[src/rtl/multi_digit_7seg_scan.sv]
// Time-multiplexed scanner for an N-digit 7-segment display.
// Each digit owns one slot of CLK_DIV cycles: a dark interval of DEAD_CYCLES
// against ghosting, then the pattern captured at the start of the lit phase.
// All outputs come from registers; nothing from the inputs reaches a pin
// without passing through a flop.
module multi_digit_7seg_scan #(
    parameter int N_DIGITS         = 4,
    parameter int CLK_DIV          = 50000,
    parameter int DEAD_CYCLES      = 16,
    parameter int DISPLAY_TYPE     = 0,
    parameter int DIGIT_ACTIVE_LOW = 0
) (
    input  logic                  clk_i,
    input  logic                  rst_ni,
    input  logic                  en_i,
    input  logic [8*N_DIGITS-1:0] seg7_i,
    output logic [7:0]            seg7_o,
    output logic [N_DIGITS-1:0]   dig_o,
    output logic                  frame_o
);

    localparam int CW = (CLK_DIV > 1) ? $clog2(CLK_DIV) : 1;
    localparam int IW = (N_DIGITS > 1) ? $clog2(N_DIGITS) : 1;

    localparam logic [CW-1:0]       CNT_LAST = CW'(CLK_DIV - 1);
    localparam logic [CW-1:0]       CNT_DEAD = CW'(DEAD_CYCLES);
    localparam logic [IW-1:0]       IDX_LAST = IW'(N_DIGITS - 1);
    localparam logic [7:0]          SEG_OFF  = (DISPLAY_TYPE != 0) ? 8'hFF : 8'h00;
    localparam logic [N_DIGITS-1:0] DIG_OFF  = (DIGIT_ACTIVE_LOW != 0) ?
                                               {N_DIGITS{1'b1}} : {N_DIGITS{1'b0}};

    typedef enum logic [1:0] {
        ST_IDLE,
        ST_DEAD,
        ST_ACTIVE
    } state_t;

    state_t              r_state;
    logic [CW-1:0]       r_cnt;
    logic [IW-1:0]       r_idx;
    logic [7:0]          r_seg;
    logic [N_DIGITS-1:0] r_dig;
    logic                r_frame;

    state_t              w_stateNext;
    logic [CW-1:0]       w_cntNext;
    logic [IW-1:0]       w_idxNext;
    logic                w_enterActive;
    logic                w_frameNext;
    logic [N_DIGITS-1:0] w_onehot;
    logic [N_DIGITS-1:0] w_digOn;
    logic [7:0]          w_pattern;

    // Next slot position: disable forces idle, a slot end wraps the counter
    // and moves on to the next digit, otherwise the counter walks the slot.
    always_comb begin
        w_stateNext = r_state;
        w_cntNext   = r_cnt;
        w_idxNext   = r_idx;
        if (!en_i) begin
            w_stateNext = ST_IDLE;
            w_cntNext   = '0;
            w_idxNext   = '0;
        end else if (r_state == ST_IDLE) begin
            w_cntNext   = '0;
            w_idxNext   = '0;
            w_stateNext = (DEAD_CYCLES == 0) ? ST_ACTIVE : ST_DEAD;
        end else if (r_cnt == CNT_LAST) begin
            w_cntNext   = '0;
            w_idxNext   = (r_idx == IDX_LAST) ? '0 : r_idx + 1'b1;
            w_stateNext = (DEAD_CYCLES == 0) ? ST_ACTIVE : ST_DEAD;
        end else begin
            w_cntNext   = r_cnt + 1'b1;
            w_stateNext = (w_cntNext >= CNT_DEAD) ? ST_ACTIVE : ST_DEAD;
        end
    end

    // Digit enable pattern, capture point and frame marker for the coming cycle.
    // A pattern is grabbed only when a lit phase begins, so mid-slot input
    // changes never tear the digit currently shown.
    always_comb begin
        w_onehot            = '0;
        w_onehot[w_idxNext] = 1'b1;
        w_digOn             = (DIGIT_ACTIVE_LOW != 0) ? ~w_onehot : w_onehot;
        w_pattern           = seg7_i[8*w_idxNext +: 8];
        w_enterActive       = (w_stateNext == ST_ACTIVE) &&
                              ((r_state != ST_ACTIVE) || (r_cnt == CNT_LAST));
        w_frameNext         = (w_stateNext != ST_IDLE) &&
                              (w_cntNext == '0) && (w_idxNext == '0);
    end

    // Scan state machine with registered display outputs.
    always_ff @(posedge clk_i or negedge rst_ni) begin
        if (!rst_ni) begin
            r_state <= ST_IDLE;
            r_cnt   <= '0;
            r_idx   <= '0;
            r_seg   <= SEG_OFF;
            r_dig   <= DIG_OFF;
            r_frame <= 1'b0;
        end else begin
            r_state <= w_stateNext;
            r_cnt   <= w_cntNext;
            r_idx   <= w_idxNext;
            r_frame <= w_frameNext;
            if (w_stateNext == ST_ACTIVE) begin
                r_dig <= w_digOn;
                if (w_enterActive) begin
                    r_seg <= w_pattern;
                end
            end else begin
                r_dig <= DIG_OFF;
                r_seg <= SEG_OFF;
            end
        end
    end

    assign seg7_o  = r_seg;
    assign dig_o   = r_dig;
    assign frame_o = r_frame;

endmodule
[config.mk]
export PLATFORM = sky130hd
export DESIGN_NAME = multi_digit_7seg_scan
export DESIGN_NICKNAME = d
export VERILOG_FILES = /design/src/rtl/multi_digit_7seg_scan.sv
export SDC_FILE = /design/constraint.sdc
export NUM_CORES = 1
export LEC_CHECK = 0
export CAP_MARGIN = 20
export CORE_UTILIZATION = 53
export CTS_BUF_LIST = sky130_fd_sc_hd__clkbuf_16
export DETAILED_ROUTE_END_ITERATION = 6
export DONT_BUFFER_PORTS = 1
export PLACE_DENSITY = 0.68
export SLEW_MARGIN = 0
export SYNTH_ARGS = -nofsm -noshare
export SYNTH_HDL_FRONTEND = slang
export SYNTH_SLANG_ARGS = --single-unit
[constraint.sdc]
create_clock -name clk_i -period 2.8 [get_ports clk_i]
set_clock_uncertainty 0.2 [all_clocks]
set_input_delay 0.14 -clock clk_i [delete_from_list [all_inputs] [get_ports clk_i]]
set_output_delay 0.14 -clock clk_i [all_outputs]
set_load 0.02 [all_outputs]
==> results.yml, run 1 <==
grt:
  grtUsageMet2_pct: 44.4
  grt-busiest-layer: "met2"
  grt_max_degree: 34
  grt_usage_pct: 24.9
  grt_pass1_vias: 1629
  use_met1_pct: 28.4
  use_met3_pct: 4.71
  antenna_found_initial: 0
  grt_pass1_wl_um: 7580
  gr-total-overflow: 0
cts:
  clk_latency_ns: 0.27
  htreeDepth: 2
  clk_pin_slew_ns: 0.05
  clock-root-buffer: "clkbuf_16"
  cts_tree: "built"
  cts_max_path_buffers: 2
  clock_sinks: 33
  cts_buffers: 5
setup_path:
  endpoint_kind: "register"
  slowest_delay_ns: 0.44
  startpoint_type: "register"
  worst_ep_required_time_ns: 2.76
  crit_chain: "ha_1 > and3_2 > nor4_1 > a31o_2 > o221ai_1 > o21ai_1 > buf_4 > nor3_2"
  path_max_fanout: 8
  critPathKind: "register to register"
  cp.arrival_ns: 2.57
  critPathSlowestCell: "dfrtp_1"
sta:
  worst_pin_slew_ns: 0.510
  hold_ws_ns: 0.0101
  fmax_ghz: 0.384
  min_period_ns: 2.61
  finalCritPeriodShare_pct: 93.1
  setup_violations: 0
  hold_viol_final: 0
  fin_tns_setup_ns: 0
  rsz0062_at_grt: "false"
  slew_headroom_pct: 65.9
  maxSlewViolCount: 0
cells_and_area:
  final_common_cell: "nor2_1"
  n_antenna_cell: 0
  drive_gt1_share_pct: 13.7
  fillers: 268
  nets: 256
  layout_common_cells: "nor2_1 (34), dfrtp_1 (33), inv_1 (11)"
  multi_input_area_um2: 1070
  stdcell_count: 265
  regArea_um2: 826
  syn_to_final_growth_pct: 17.7
pwr:
  cellLeakagePower_nw: 1.08
  ir_drop_v: 0.000300
  power_density_nw_per_um2: 493
drt:
  ant_nets: 0
  dr.pass1.iters: 4
  via_per_inst: 5.94
  drc: 0
  drt_iter0_drc: 70
  vias: 1573
  routed_wl_um: 4450
  routedWlPerCell_um: 16.8
placed_design:
  place_congestion: 0.867
  port_buffers: 0
  dp_hpwl_um: 3090
  place_inst: 244
synth:
  syn_nets: 241
  netlist_area_um2: 1980
  synth.yosys.seq_area_share_pct: 41.8
  synth_cell_type_count: 47
  syn_avg_cell_area_um2: 9.73
  async_flop_share_pct: 100
  yosys_warnings: 0
  syn_inst: 203
  synth-seq-cells: 33
  synth_edf_count: 0
  synthFlopType: "dfrtp_1"
run:
  drv_cap: 0
floorplanning:
  rows: 21
  core-area_um2: 3440
  io_pins: 48
  fp.dieW_um: 63.1
  die_area_um2: 3980
  die_h_um: 63.1
  start_util_pct: 57.4
worst_hold_path:
  min_path_type: "input pin to register"
outcome:
  status: "finished clean"
==> synth_stat cells, types with 4 or more instances <==
library cell   n  share of area, %
a21oi_1        9               2.3
dfrtp_1       33                42
inv_1         11               2.1
mux2i_1       10               5.1
nand2_1       10               1.9
nand3_1        8               2.0
nor2_1        34               6.5
nor3_1         5               1.3
nor3_2         8               4.1
o21ai_0        4               1.0
o221a_1        8               4.6
xnor2_1        6               2.7
xor2_1         9               4.0
==> per-stage QoR <==
stage | utilization, % | power, mW | worst slack, ns | instance area, um2
after CTS | 66.6 | 1.16 | 0.132 | 2290
after detailed placement | 58.3 | 0.525 | 0.141 | 2010
after global placement | 58.3 | 0.524 | 0.265 | 2010
after floorplan | - | 0.519 | 0.485 | 1980
final | 67.6 | 1.15 | 0.194 | 2330
after global routing | 67.6 | 1.19 | 0.00699 | 2330
==> what timing repair did <==
item,CTS,global route
gates resized for setup,0,2
setup endpoints to repair,0,8
hold buffers,11,0
setup buffers,0,2
hold endpoints to repair,46,0
==> layer usage <==
layer	share of wire, %	wire length (um)
met1	40	1760
met2	53	2350
met3	4.2	187
met4	3.2	142
met5	0	0
==> final timing paths <==
| kind | slack, ns | to | from | cells past startpoint |
|---|---|---|---|---|
| max | 0.19 | seg7_o[5]$_DFFE_PN0P_ | r_cnt[0]$_DFF_PN0_ | 8 |
| min | 0.01 | seg7_o[3]$_DFFE_PN0P_ | seg7_i[3] | 3 |
| max reg2reg | 0.19 | seg7_o[5]$_DFFE_PN0P_ | r_cnt[0]$_DFF_PN0_ | 8 |
| min reg2reg | 0.33 | dig_o[1]$_DFF_PN0_ | r_idx[1]$_DFF_PN0_ | 1 |
| max in group asynchronous | 2.11 | r_cnt[2]$_DFF_PN0_ | rst_ni | 2 |
| min in group asynchronous | 0.11 | r_cnt[5]$_DFF_PN0_ | rst_ni | 2 |
==> flip-flops by register name (all words and copies together) (netlist names) <==
name / count
frame_o: 1
seg7_o: 8
r_state: 2
r_cnt: 16
r_idx: 2
dig_o: 4
==> cells by family after synthesis <==
group,Yosys count,synth area share [%]
xor gates and xnor gates,15,6.65
buffers and inverters,18,4.18
DFF,33,41.8
muxes,12,6.78
adders and majority gates,3,1.90
and+or+nand+nor,89,26.1
AOI/OAI and AO/OA,33,12.6
==> where the power goes <==
group	internal (mW)	switching, mW
combinational	0.0281	0.0287
sequential	0.481	0.00447
clock	0.416	0.188
==> critical path: cells and delay by family (launching register included) <==
family,cells,cell delay (ns)
AO/OA/AOI/OAI,3,0.72
adder cells (fa/ha/maj),1,0.27
buffers and inverters,1,0.28
flip-flops,1,0.44
AND/OR/NAND/NOR,3,0.59
==> layout make-up <==
cell class / instances / area share, %
inverters: 11 / 1.78
flip-flops and latches: 33 / 35.5
well taps: 46 / 2.47
clock inverters: 3 / 1.78
multi-input cells: 152 / 46.1
clock buffers: 5 / 5.38
repair buffers: 15 / 6.99
Note: power is estimated with default switching activity, not from simulation.
==> run 2: changes to the inputs <==
--- a/config.mk
+++ b/config.mk
@@ -7,7 +7,7 @@
 export LEC_CHECK = 0
 export CAP_MARGIN = 20
 export CORE_UTILIZATION = 53
-export CTS_BUF_LIST = sky130_fd_sc_hd__clkbuf_16
+export CTS_BUF_LIST = sky130_fd_sc_hd__clkbuf_4 sky130_fd_sc_hd__clkbuf_8
 export DETAILED_ROUTE_END_ITERATION = 6
 export DONT_BUFFER_PORTS = 1
 export PLACE_DENSITY = 0.68
==> run 2 against run 1 <==
Compared with the run above: via count is 1.0% lower; highest routed layer unchanged; cell area shrank 1.1%; largest power group is now registers; combinational power increased by 3%; total power shrank 12%; cell count up 0.75%; critical path type unchanged; critical path depth is the same; non-clock buffer count is 2 higher; largest cell class unchanged; first-iteration DRC count unchanged; sequential cell count is the same; setup slack improved by 0.0026 ns; clock power down 23%; fmax about the same.
==> results.yml, run 2 (synthesis results as in run 1) <==
outcome:
  status: "finished clean"
cells_and_area:
  multi_input_area_um2: 1070
  regArea_um2: 826
  drive_gt1_share_pct: 14.0
  fillers: 274
  nets: 258
  final_common_cell: "nor2_1"
  n_antenna_cell: 0
  layout_common_cells: "nor2_1 (34), dfrtp_1 (33), dlygate4sd3_1 (12)"
  regMostFlops: "r_cnt"
  stdcell_count: 267
  largest_reg_flops: 16
  utilization_pct: 66.8
  syn_to_final_growth_pct: 16.4
sta:
  fmax_ghz: 0.384
  worst_pin_slew_ns: 0.501
  maxSlewViolCount: 0
  fin_tns_setup_ns: 0
  setup_violations: 0
  slew_headroom_pct: 66.5
  min_period_ns: 2.60
  hold_viol_final: 0
  finalCritPeriodShare_pct: 93.0
  final.setup.worst_slack_ns: 0.197
  rsz0062_at_grt: "false"
setup_path:
  worst_ep_required_time_ns: 2.77
  critPathSlowestCell: "dfrtp_1"
  crit_chain: "ha_1 > and3_2 > nor4_1 > a31o_2 > o221ai_1 > o21ai_1 > buf_4 > nor3_2"
  slowest_delay_ns: 0.44
  endpoint_kind: "register"
  critPathKind: "register to register"
  timing.rr.end: "seg7_o[1]$_DFFE_PN0P_"
  reg2reg_slack_ns: 0.20
  path_buf_inv: 1
  startpoint_type: "register"
  cp.arrival_ns: 2.57
  rr_startpoint: "r_cnt[0]$_DFF_PN0_"
  path_max_fanout: 8
  r2r_cells: 8
  crit_start: "r_cnt[0]$_DFF_PN0_"
  crit_family: "compound AO/OA/AOI/OAI gates"
floorplanning:
  io_pins: 48
  start_util_pct: 57.4
  die_area_um2: 3980
  core-area_um2: 3440
  die_h_um: 63.1
  fp.dieW_um: 63.1
  rows: 21
grt:
  gr-total-overflow: 0
  grt_pass1_vias: 1597
  grt_max_degree: 34
  antenna_found_initial: 0
  grt_pass1_wl_um: 7390
  grt_usage_pct: 24.3
placed_design:
  port_buffers: 0
  place_congestion: 0.867
  place_inst: 244
  dp_hpwl_um: 3090
  place_ws_ns: 0.141
cts:
  cts_buffers: 5
  clk_pin_slew_ns: 0.07
  cts_max_path_buffers: 2
  clock-root-buffer: "clkbuf_8"
  htreeDepth: 2
  clock_sinks: 33
  clk_latency_ns: 0.28
  cts_tree: "built"
drt:
  drc: 0
  vias: 1557
  drt_iter0_drc: 70
  ant_nets: 0
  via_per_inst: 5.83
  dr.pass1.iters: 4
  routedWlPerCell_um: 16.3
  routed_wl_um: 4360
worst_hold_path:
  hold_end: "seg7_o[4]$_DFFE_PN0P_"
  worst_hold_path.num_cells: 3
  min_path_type: "input pin to register"
  min_from: "seg7_i[4]"
run:
  drv_cap: 0
pwr:
  ir_drop_v: 0.000270
  cellLeakagePower_nw: 1.07
  total_power_mw: 1.01
  power_density_nw_per_um2: 437
==> run 2: per-stage QoR <==
stage,area (um2),hold slack (ns)
3_5_place_dp,2010,-0.355
3_3_place_gp,2010,-0.355
5_1_grt,2300,0.0149
6_report,2300,0.00531
2_1_floorplan,1980,-0.356
4_1_cts,2270,0.000469
==> run 2: worst max-delay path by stage <==
stage | endpoint | slack, ns | cells past startpoint
finish | seg7_o[1]$_DFFE_PN0P_ | 0.20 | 8
global route | seg7_o[1]$_DFFE_PN0P_ | 0.01 | 8
CTS | seg7_o[1]$_DFFE_PN0P_ | 0.13 | 7
detailed placement | seg7_o[7]$_DFFE_PN0P_ | 0.14 | 7
global placement | seg7_o[2]$_DFFE_PN0P_ | 0.26 | 7
floorplan | dig_o[3]$_DFF_PN0_ | 0.49 | 9
==> run 2: worst reg2reg max path, cell delays in order (launching register included) <==
cell      delay [ns]
dfrtp_1         0.44
ha_1            0.27
and3_2          0.30
nor4_1          0.21
a31o_2          0.15
o221ai_1        0.15
o21ai_1         0.41
buf_4           0.28
nor3_2          0.07
==> run 2: final cells by class <==
type	instances	area share, %
inverters	11	1.80
well taps	46	2.50
multi-input cells	152	46.6
flip-flops and latches	33	35.9
clock buffers	6	3.59
repair buffers	17	7.94
clock inverters	2	1.63
==> run 2: metal layers <==
metal	vias to the layer above	share of wire, %	GRT usage [%]
li1	750	-	-
met1	757	40	28.0
met2	42	53	43.5
met3	8	4.1	4.71
met4	0	2.2	10.2
met5	-	0	0
==> run 2: repair_timing <==
action                                 CTS  global route
endpoints found under the hold margin   46             0
buffers inserted                         0             2
hold buffers                            13             0
gates resized for setup                  0             2
setup endpoints to repair                0             8
==> run 2: report_power, final <==
group          total (mW)  leakage, nW  switching, mW  internal (mW)
clock               0.463       0.0574          0.174          0.289
combinational      0.0587        0.552         0.0287         0.0300
sequential          0.484        0.456        0.00439          0.480
total                1.01         1.07          0.207          0.799
